===== config.mk =====
export PLATFORM = sky130hd
export DESIGN_NAME = mini68k_sequencer
export DESIGN_NICKNAME = d
export VERILOG_FILES = /design/src/rtl/mini68k_sequencer.sv
export SDC_FILE = /design/constraint.sdc
export NUM_CORES = 1
export LEC_CHECK = 0
export ABC_AREA = 1
export CELL_PAD_IN_SITES_DETAIL_PLACEMENT = 1
export CELL_PAD_IN_SITES_GLOBAL_PLACEMENT = 1
export CORE_MARGIN = 1
export CORE_UTILIZATION = 32
export DETAILED_ROUTE_END_ITERATION = 8
export GPL_TIMING_DRIVEN = 0
export HOLD_SLACK_MARGIN = 0.05
export PLACE_DENSITY = 0.85
export REMOVE_ABC_BUFFERS = 1
export SLEW_MARGIN = 40
export SYNTH_ARGS = -nofsm -noshare
export SYNTH_HDL_FRONTEND = slang
export SYNTH_SLANG_ARGS = --single-unit

===== constraint.sdc =====
create_clock -name clk -period 1.7 [get_ports clk]
set_clock_uncertainty 0.15 [all_clocks]
set_input_delay 0.255 -clock clk [delete_from_list [all_inputs] [get_ports clk]]
set_output_delay 0.255 -clock clk [all_outputs]
set_load 0.02 [all_outputs]

===== src/rtl/mini68k_sequencer.sv =====
// mini68k_sequencer: main fetch/decode/execute control FSM of the Mini68k core
// Ports:
//   clk, rst                        clock, synchronous active-high reset
//   mem_req_o, mem_ack_i            instruction-stream read handshake (address is PC)
//   ir_load_o, ext_load_o, ext_idx_o   latch read data into IR / extension word ext_idx_o
//   pc_inc_o, pc_load_o             PC += 2 / PC <= branch or jump target
//   is_*_i, op_size_i, cond_true_i  decoder classification and Bcc condition
//   alu_start_o, alu_done_i         ALU/move handshake
//   reg_we_o                        register-file write strobe
//   illegal_o, bus_err_o, halted_o  sticky fault flags and halt indicator
//   state_o, retired_o              debug state and retired-instruction count
module mini68k_sequencer #(
    parameter int TIMEOUT = 16,
    parameter int CNT_W   = 16
) (
    input  logic             clk,
    input  logic             rst,
    output logic             mem_req_o,
    input  logic             mem_ack_i,
    output logic             ir_load_o,
    output logic             ext_load_o,
    output logic             ext_idx_o,
    output logic             pc_inc_o,
    output logic             pc_load_o,
    input  logic             is_move_i,
    input  logic             is_alu_i,
    input  logic             is_branch_i,
    input  logic             is_jump_i,
    input  logic             is_immediate_i,
    input  logic [1:0]       op_size_i,
    input  logic             cond_true_i,
    output logic             alu_start_o,
    input  logic             alu_done_i,
    output logic             reg_we_o,
    output logic             illegal_o,
    output logic             bus_err_o,
    output logic             halted_o,
    output logic [2:0]       state_o,
    output logic [CNT_W-1:0] retired_o
);
    localparam int TW = $clog2(TIMEOUT);

    typedef enum logic [2:0] {
        IFETCH   = 3'd0,
        DECODE   = 3'd1,
        EXTFETCH = 3'd2,
        EXEC     = 3'd3,
        WB       = 3'd4,
        BRANCH   = 3'd5,
        JUMP     = 3'd6,
        HALT     = 3'd7
    } state_t;

    state_t           state_q, state_d;
    logic [1:0]       words_q, words_d;
    logic             ext_idx_q, ext_idx_d;
    logic             first_q;
    logic [TW-1:0]    tmo_q, tmo_d;
    logic             illegal_q, bus_err_q, set_ill, set_be;
    logic [CNT_W-1:0] retired_q;
    logic             fetch, tmo_hit, retire, run;

    assign fetch   = (state_q == IFETCH) || (state_q == EXTFETCH);
    // an ack in the last allowed cycle takes precedence over the timeout
    assign tmo_hit = fetch && !mem_ack_i && (tmo_q == TW'(TIMEOUT - 1));
    assign retire  = (state_q == WB) || (state_q == BRANCH) || (state_q == JUMP);
    // counter is zero on entry to a fetch state and restarts after every ack
    assign tmo_d   = (fetch && !mem_ack_i) ? tmo_q + 1'b1 : '0;
    // strobes are suppressed while reset is asserted so an abort emits nothing
    assign run     = !rst;

    always_comb begin
        state_d   = state_q;
        words_d   = words_q;
        ext_idx_d = ext_idx_q;
        set_ill   = 1'b0;
        set_be    = 1'b0;
        case (state_q)
            IFETCH: begin
                state_d = mem_ack_i ? DECODE : tmo_hit ? HALT : IFETCH;
                set_be  = tmo_hit;
            end
            DECODE: begin
                state_d   = is_immediate_i ? EXTFETCH :
                            (is_move_i || is_alu_i) ? EXEC :
                            is_branch_i ? BRANCH :
                            is_jump_i ? JUMP : HALT;
                words_d   = (op_size_i == 2'b10) ? 2'd2 : 2'd1;
                ext_idx_d = is_immediate_i ? 1'b0 : ext_idx_q;
                set_ill   = !(is_immediate_i || is_move_i || is_alu_i || is_branch_i || is_jump_i);
            end
            EXTFETCH: begin
                words_d   = mem_ack_i ? words_q - 2'd1 : words_q;
                ext_idx_d = (mem_ack_i && words_q == 2'd2) ? 1'b1 : ext_idx_q;
                state_d   = mem_ack_i ? ((words_q == 2'd1) ? EXEC : EXTFETCH) :
                            tmo_hit ? HALT : EXTFETCH;
                set_be    = tmo_hit;
            end
            EXEC:             state_d = alu_done_i ? WB : EXEC;
            WB, BRANCH, JUMP: state_d = IFETCH;
            default:          state_d = HALT;
        endcase
    end

    always_ff @(posedge clk) begin
        if (rst) begin
            state_q   <= IFETCH;
            words_q   <= '0;
            ext_idx_q <= 1'b0;
            first_q   <= 1'b0;
            tmo_q     <= '0;
            illegal_q <= 1'b0;
            bus_err_q <= 1'b0;
            retired_q <= '0;
        end else begin
            state_q   <= state_d;
            words_q   <= words_d;
            ext_idx_q <= ext_idx_d;
            first_q   <= (state_d == EXEC) && (state_q != EXEC);
            tmo_q     <= tmo_d;
            illegal_q <= illegal_q | set_ill;
            bus_err_q <= bus_err_q | set_be;
            retired_q <= retire ? retired_q + 1'b1 : retired_q;
        end
    end

    assign mem_req_o   = fetch;
    assign ir_load_o   = run && (state_q == IFETCH) && mem_ack_i;
    assign ext_load_o  = run && (state_q == EXTFETCH) && mem_ack_i;
    assign pc_inc_o    = run && fetch && mem_ack_i;
    assign pc_load_o   = run && ((state_q == JUMP) || ((state_q == BRANCH) && cond_true_i));
    assign alu_start_o = run && (state_q == EXEC) && first_q;
    assign reg_we_o    = run && (state_q == WB);
    assign ext_idx_o   = ext_idx_q;
    assign illegal_o   = illegal_q;
    assign bus_err_o   = bus_err_q;
    assign halted_o    = (state_q == HALT);
    assign state_o     = state_q;
    assign retired_o   = retired_q;
endmodule


## Word-level counts from Yosys, hierarchy flattened

Index checks and enable logic that the tools add are counted.

| storage, ports and cells | value |
|---|---|
| bits in registers | 29 |
| input port bits | 12 |
| logic and storage cells | 83 |

| cells by class | value |
|---|---|
| $add $sub $neg | 3 |
| equal/unequal tests | 16 |
| mux-type cells | 19 |
| bitwise logic cells | 3 |
| reductions and logical operators | 34 |

Operators by type and width:

| operator | number |
|---|---|
| 3-bit 2-to-1 mux | 7 |
| 16-bit by 1-bit adder with 16-bit output (second input constant) | 1 |
| 1-bit logical AND | 15 |
| 3-bit one-hot mux with 5 select lines | 1 |
| 3-bit == test (second input constant) | 4 |
| 3-bit by 2-bit == test with 1-bit output (second input constant) | 3 |
| 1-bit logical OR | 9 |
| 1-bit 2-to-1 mux | 6 |
| 2-bit 2-to-1 mux | 3 |
| 4-bit by 1-bit adder with 4-bit output (second input constant) | 1 |
| 2-bit == test (second input constant) | 2 |
| 4-bit == test (second input constant) | 1 |
| 2-bit inequality test (second input constant) | 2 |
| 2-bit one-hot mux with 2 select lines | 1 |
| 2-bit OR reduction | 2 |
| 3-bit by 1-bit == test with 1-bit output (second input constant) | 1 |
| 1-bit zero test | 3 |
| 3-bit zero test | 1 |
| 3-bit by 2-bit inequality test with 1-bit output (second input constant) | 1 |
| 3-bit AND reduction | 1 |
| 3-bit OR reduction | 1 |
| 2-bit by 1-bit == test with 1-bit output (second input constant) | 1 |
| 2-bit by 1-bit inequality test with 1-bit output (second input constant) | 1 |
| 1-bit bitwise OR | 2 |
| other kinds (5) | 5 |

## Depth between registers and ports, before layout

| depth | value |
|---|---|
| depth in word-level cells | 9 |
| gate-level depth with buffers | 8 |
| gate-level depth less buffers | 8 |

## Worst setup path before layout

OpenSTA, ideal clock, no wires.

| timing path | value |
|---|---|
| kind | register to output |
| from | register state_q[2], in the netlist state_o[2] |
| to | output reg_we_o |
| arrival time | 1.394 ns |
| required time | 1.295 ns |
| setup slack | -0.099 ns |
| cell stages (with the launch flop) | 3 |
| path buffers | 0 |
| path through | dfxtp_1 -> inv_2 -> nor4_1 |

| between the ends | value |
|---|---|
| cells in the longest elaborated chain, start to end | 2 |

RTL lines:

| item | RTL line | RTL |
|---|---|---|
| from (decl) | 54 | `state_t state_q, state_d;` |
| from (signal assigned) | 116 | `state_q <= state_d;` |
| 3-bit == test | 133 | `assign reg_we_o = run && (state_q == WB);` |
| 1-bit logical AND | 133 |  |
| to (decl) | 34 | `output logic reg_we_o,` |

No other way between the ends.

## Final worst setup path

| timing path | value |
|---|---|
| from | register retired_q[14], in the netlist retired_o[14] |
| to | output retired_o[14] |

RTL lines:

| item | RTL line | RTL |
|---|---|---|
| from (decl) | 60 | `logic [CNT_W-1:0] retired_q;` |
| from (signal assigned) | 123 | `retired_q <= retire ? retired_q + 1'b1 : retired_q;` |
| to (decl) | 39 | `output logic [CNT_W-1:0] retired_o` |

No word-level cell between the ends.

==> results.cfg <==
[synthesis]
yosysWarnings = 0
syn_inst = 229
synth_cell_type_count = 25
synth_common_cells = 42 x nor2_1, 41 x nand2_1, 38 x inv_1
synth_async_sr_flop_share_pct = 0
syn_area_sq_um = 1509
ys_seq_area_share_pct = 38.47
ys_ff_latch = 29
synth.largest_area_cell = dfxtp_1
syn_avg_cell_area_sq_um = 6.589
synth_edf_count = 0
synth_top_area_share_pct = 38.47
yosys.cell_count.top_type = nor2_1
ys_top_cells_by_area = dfxtp_1 38%, nor2_1 10%, nand2_1 10%
synthFlopType = dfxtp_1

[timing]
timing.fmax_mhz = 603.2
post-route-period-util_pct = 97.52
maxSlewViolCount = 0
hold_viol = 0
setup_viol = 0
rsz0062_at_grt = no
slew_headroom_pct = 69.96
post-route-min-period_ns = 1.658
fin_ws_ns = 0.04221
tightest_slew_ns = 0.4472

[route]
drc = 8
drt_first_pass_iters = 6
vias = 1615
dr.first_iter.drc_count = 66
routed_wl_mm = 4.453
routed_via_density = 4.909
wl_per_cell_um = 13.53
antenna_left = 0

[finish]
finish.utilization_pct = 48.23
multi_input_area_sq_um = 824.5
final_cell_area_sq_um = 2143
drive_gt1_share_pct = 13.00
seq_area_sq_um = 591.8
antenna_cells = 0
num-nets-final = 292
area_growth_pct = 42.04
n_fill_cell = 587

[pwr]
peakVddDrop_v = 0.0003923
leakagePower_nw = 1.028
powerDensity_nw_per_um2 = 850.7

[die]
die_area_sq_um = 4994
die_w_um = 70.67
row_count = 24
fp.dieH_um = 70.67
ioPinCount = 42
core_sq_um = 4444
start_util_pct = 33.95

[global_routing]
grt_pass1_wl_mm = 7.348
grt_antenna_before_repair = 0
grt_start_max_net_pins = 17
first_global_vias = 1648
track_usage_pct = 18.70
overflow = 0

[placement]
portBuffers = 41
hpwlAfterDp_mm = 3.090
place.gp.congestion = 0.8221
post-place-ws_ns = -1.137
place_area_sq_um = 1969

[worst_setup_path]
cp_max_fo = 3
startpoint_type = flip-flop
cpPeakStageDelay_ns = 0.61
cp_cell_sequence = clkdlybuf4s50_1
worst_ep_arrival_time_ns = 1.25
worst_r2r_path_depth = 6
critPathTopFamily = buffers and inverters
cp_slowest_cell = clkdlybuf4s50_1
crit_required_ns = 1.29
end_kind = primary output
critPathKind = reg -> out
worst-path-stages = 1
cp_num_buf_inv = 1

[cts]
cts_num_sinks = 29
cts_max_level = 2
postCtsHoldBufs = 0
clkLatencyLatePin_ns = 0.29
cts.path.max_buffers = 2
clkTransAtPathRegs_ns = 0.07
cts_tree = built
clockRootBuffer = clkbuf_8
cts_buffers = 5

[min_path]
hold_path.class = in -> reg
hold_path_depth = 2

[status]
violations = design-rule violations
status = finished, violations left

[job]
drv_cap = 0
-- kinds of logic after synthesis --
| kind of cell | Yosys count | share of synthesized area, % |
|---|---|---|
| xor gates and xnor gates | 2 | 1.161 |
| AOI/OAI and AO/OA | 33 | 11.44 |
| and+or+nand+nor | 120 | 34.91 |
| DFF | 29 | 38.47 |
| adders and majority gates | 4 | 3.317 |
| buffers and inverters | 41 | 10.70 |
-- power by group --
group / internal (W) / switching [W]
combinational: 0.0000887 / 0.000136
sequential: 0.000700 / 0.0000307
clock: 0.000582 / 0.000287
total: 0.00137 / 0.000453
-- cell type report --
| cell class | instances | area share (%) |
|---|---|---|
| Tap cell | 52 | 3.036 |
| Clock buffer | 5 | 3.211 |
| Clock inverter | 3 | 3.036 |
| Inverter | 39 | 7.122 |
| Timing Repair Buffer | 42 | 17.51 |
| Sequential cell | 29 | 27.61 |
| Multi-Input combinational cell | 159 | 38.47 |
-- registers in the layout, summed over array words and instances (netlist names) --
register,cells
ext_idx_o,1
words_q,2
illegal_o,1
tmo_q,4
retired_o,16
state_o,3
first_q,1
bus_err_o,1
-- placed cells by master (no fill, tap or decap), types with 3 or more instances in the layout --
cell type | synthesis | final
nand2_1 | 41 | 41
dfxtp_4 | 0 | 3
dfxtp_1 | 29 | 26
inv_1 | 38 | 36
ha_1 | 4 | 4
nor2_1 | 42 | 37
clkbuf_8 | 0 | 5
nand3_1 | 18 | 16
a21oi_1 | 17 | 17
clkdlybuf4s50_1 | 0 | 13
nor2_2 | 0 | 4
nand4_1 | 6 | 6
nor3_1 | 7 | 6
dlygate4sd2_1 | 0 | 17
o21ai_0 | 11 | 11
buf_2 | 0 | 5
-- worst paths after layout --
| path | to | slack [ns] | start |
|---|---|---|---|
| worst max-delay path | retired_o[14] | 0.04 | retired_o[14] |
| worst min-delay path | state_o[0] | 0.32 | rst |
| worst max register to register | first_q | 0.12 | tmo_q[0] |
| worst min register to register | tmo_q[0] | 0.32 | tmo_q[0] |
-- routing by layer --
metal  track usage, %  part of all wire, %
met1            21.81                   44
met2            33.66                   51
met3            4.416                  3.6
met4            6.444                  1.5
met5                0                    0
-- metrics by stage --
| stage | std cells | total power [W] | hold slack, ns | TNS (ns) |
|---|---|---|---|---|
| after CTS | 329 | 0.001837 | 0.3151 | 0 |
| final | 329 | 0.001823 | 0.3207 | 0 |
| after global placement | 320 | 0.0009529 | 0.2806 | -11.30 |
| after floorplan | 227 | 0.0008611 | 0.1741 | -0.09875 |
| after detailed placement | 320 | 0.0009626 | 0.3130 | -11.38 |
| after global routing | 329 | 0.001893 | 0.3433 | 0 |
-- timing repair --
action	4_1_cts	5_1_grt
resized for setup	61	15
pin swaps	0	1
setup endpoints to repair	39	11
setup buffers	1	0
No activity file was read; power rests on OpenSTA's default activity.
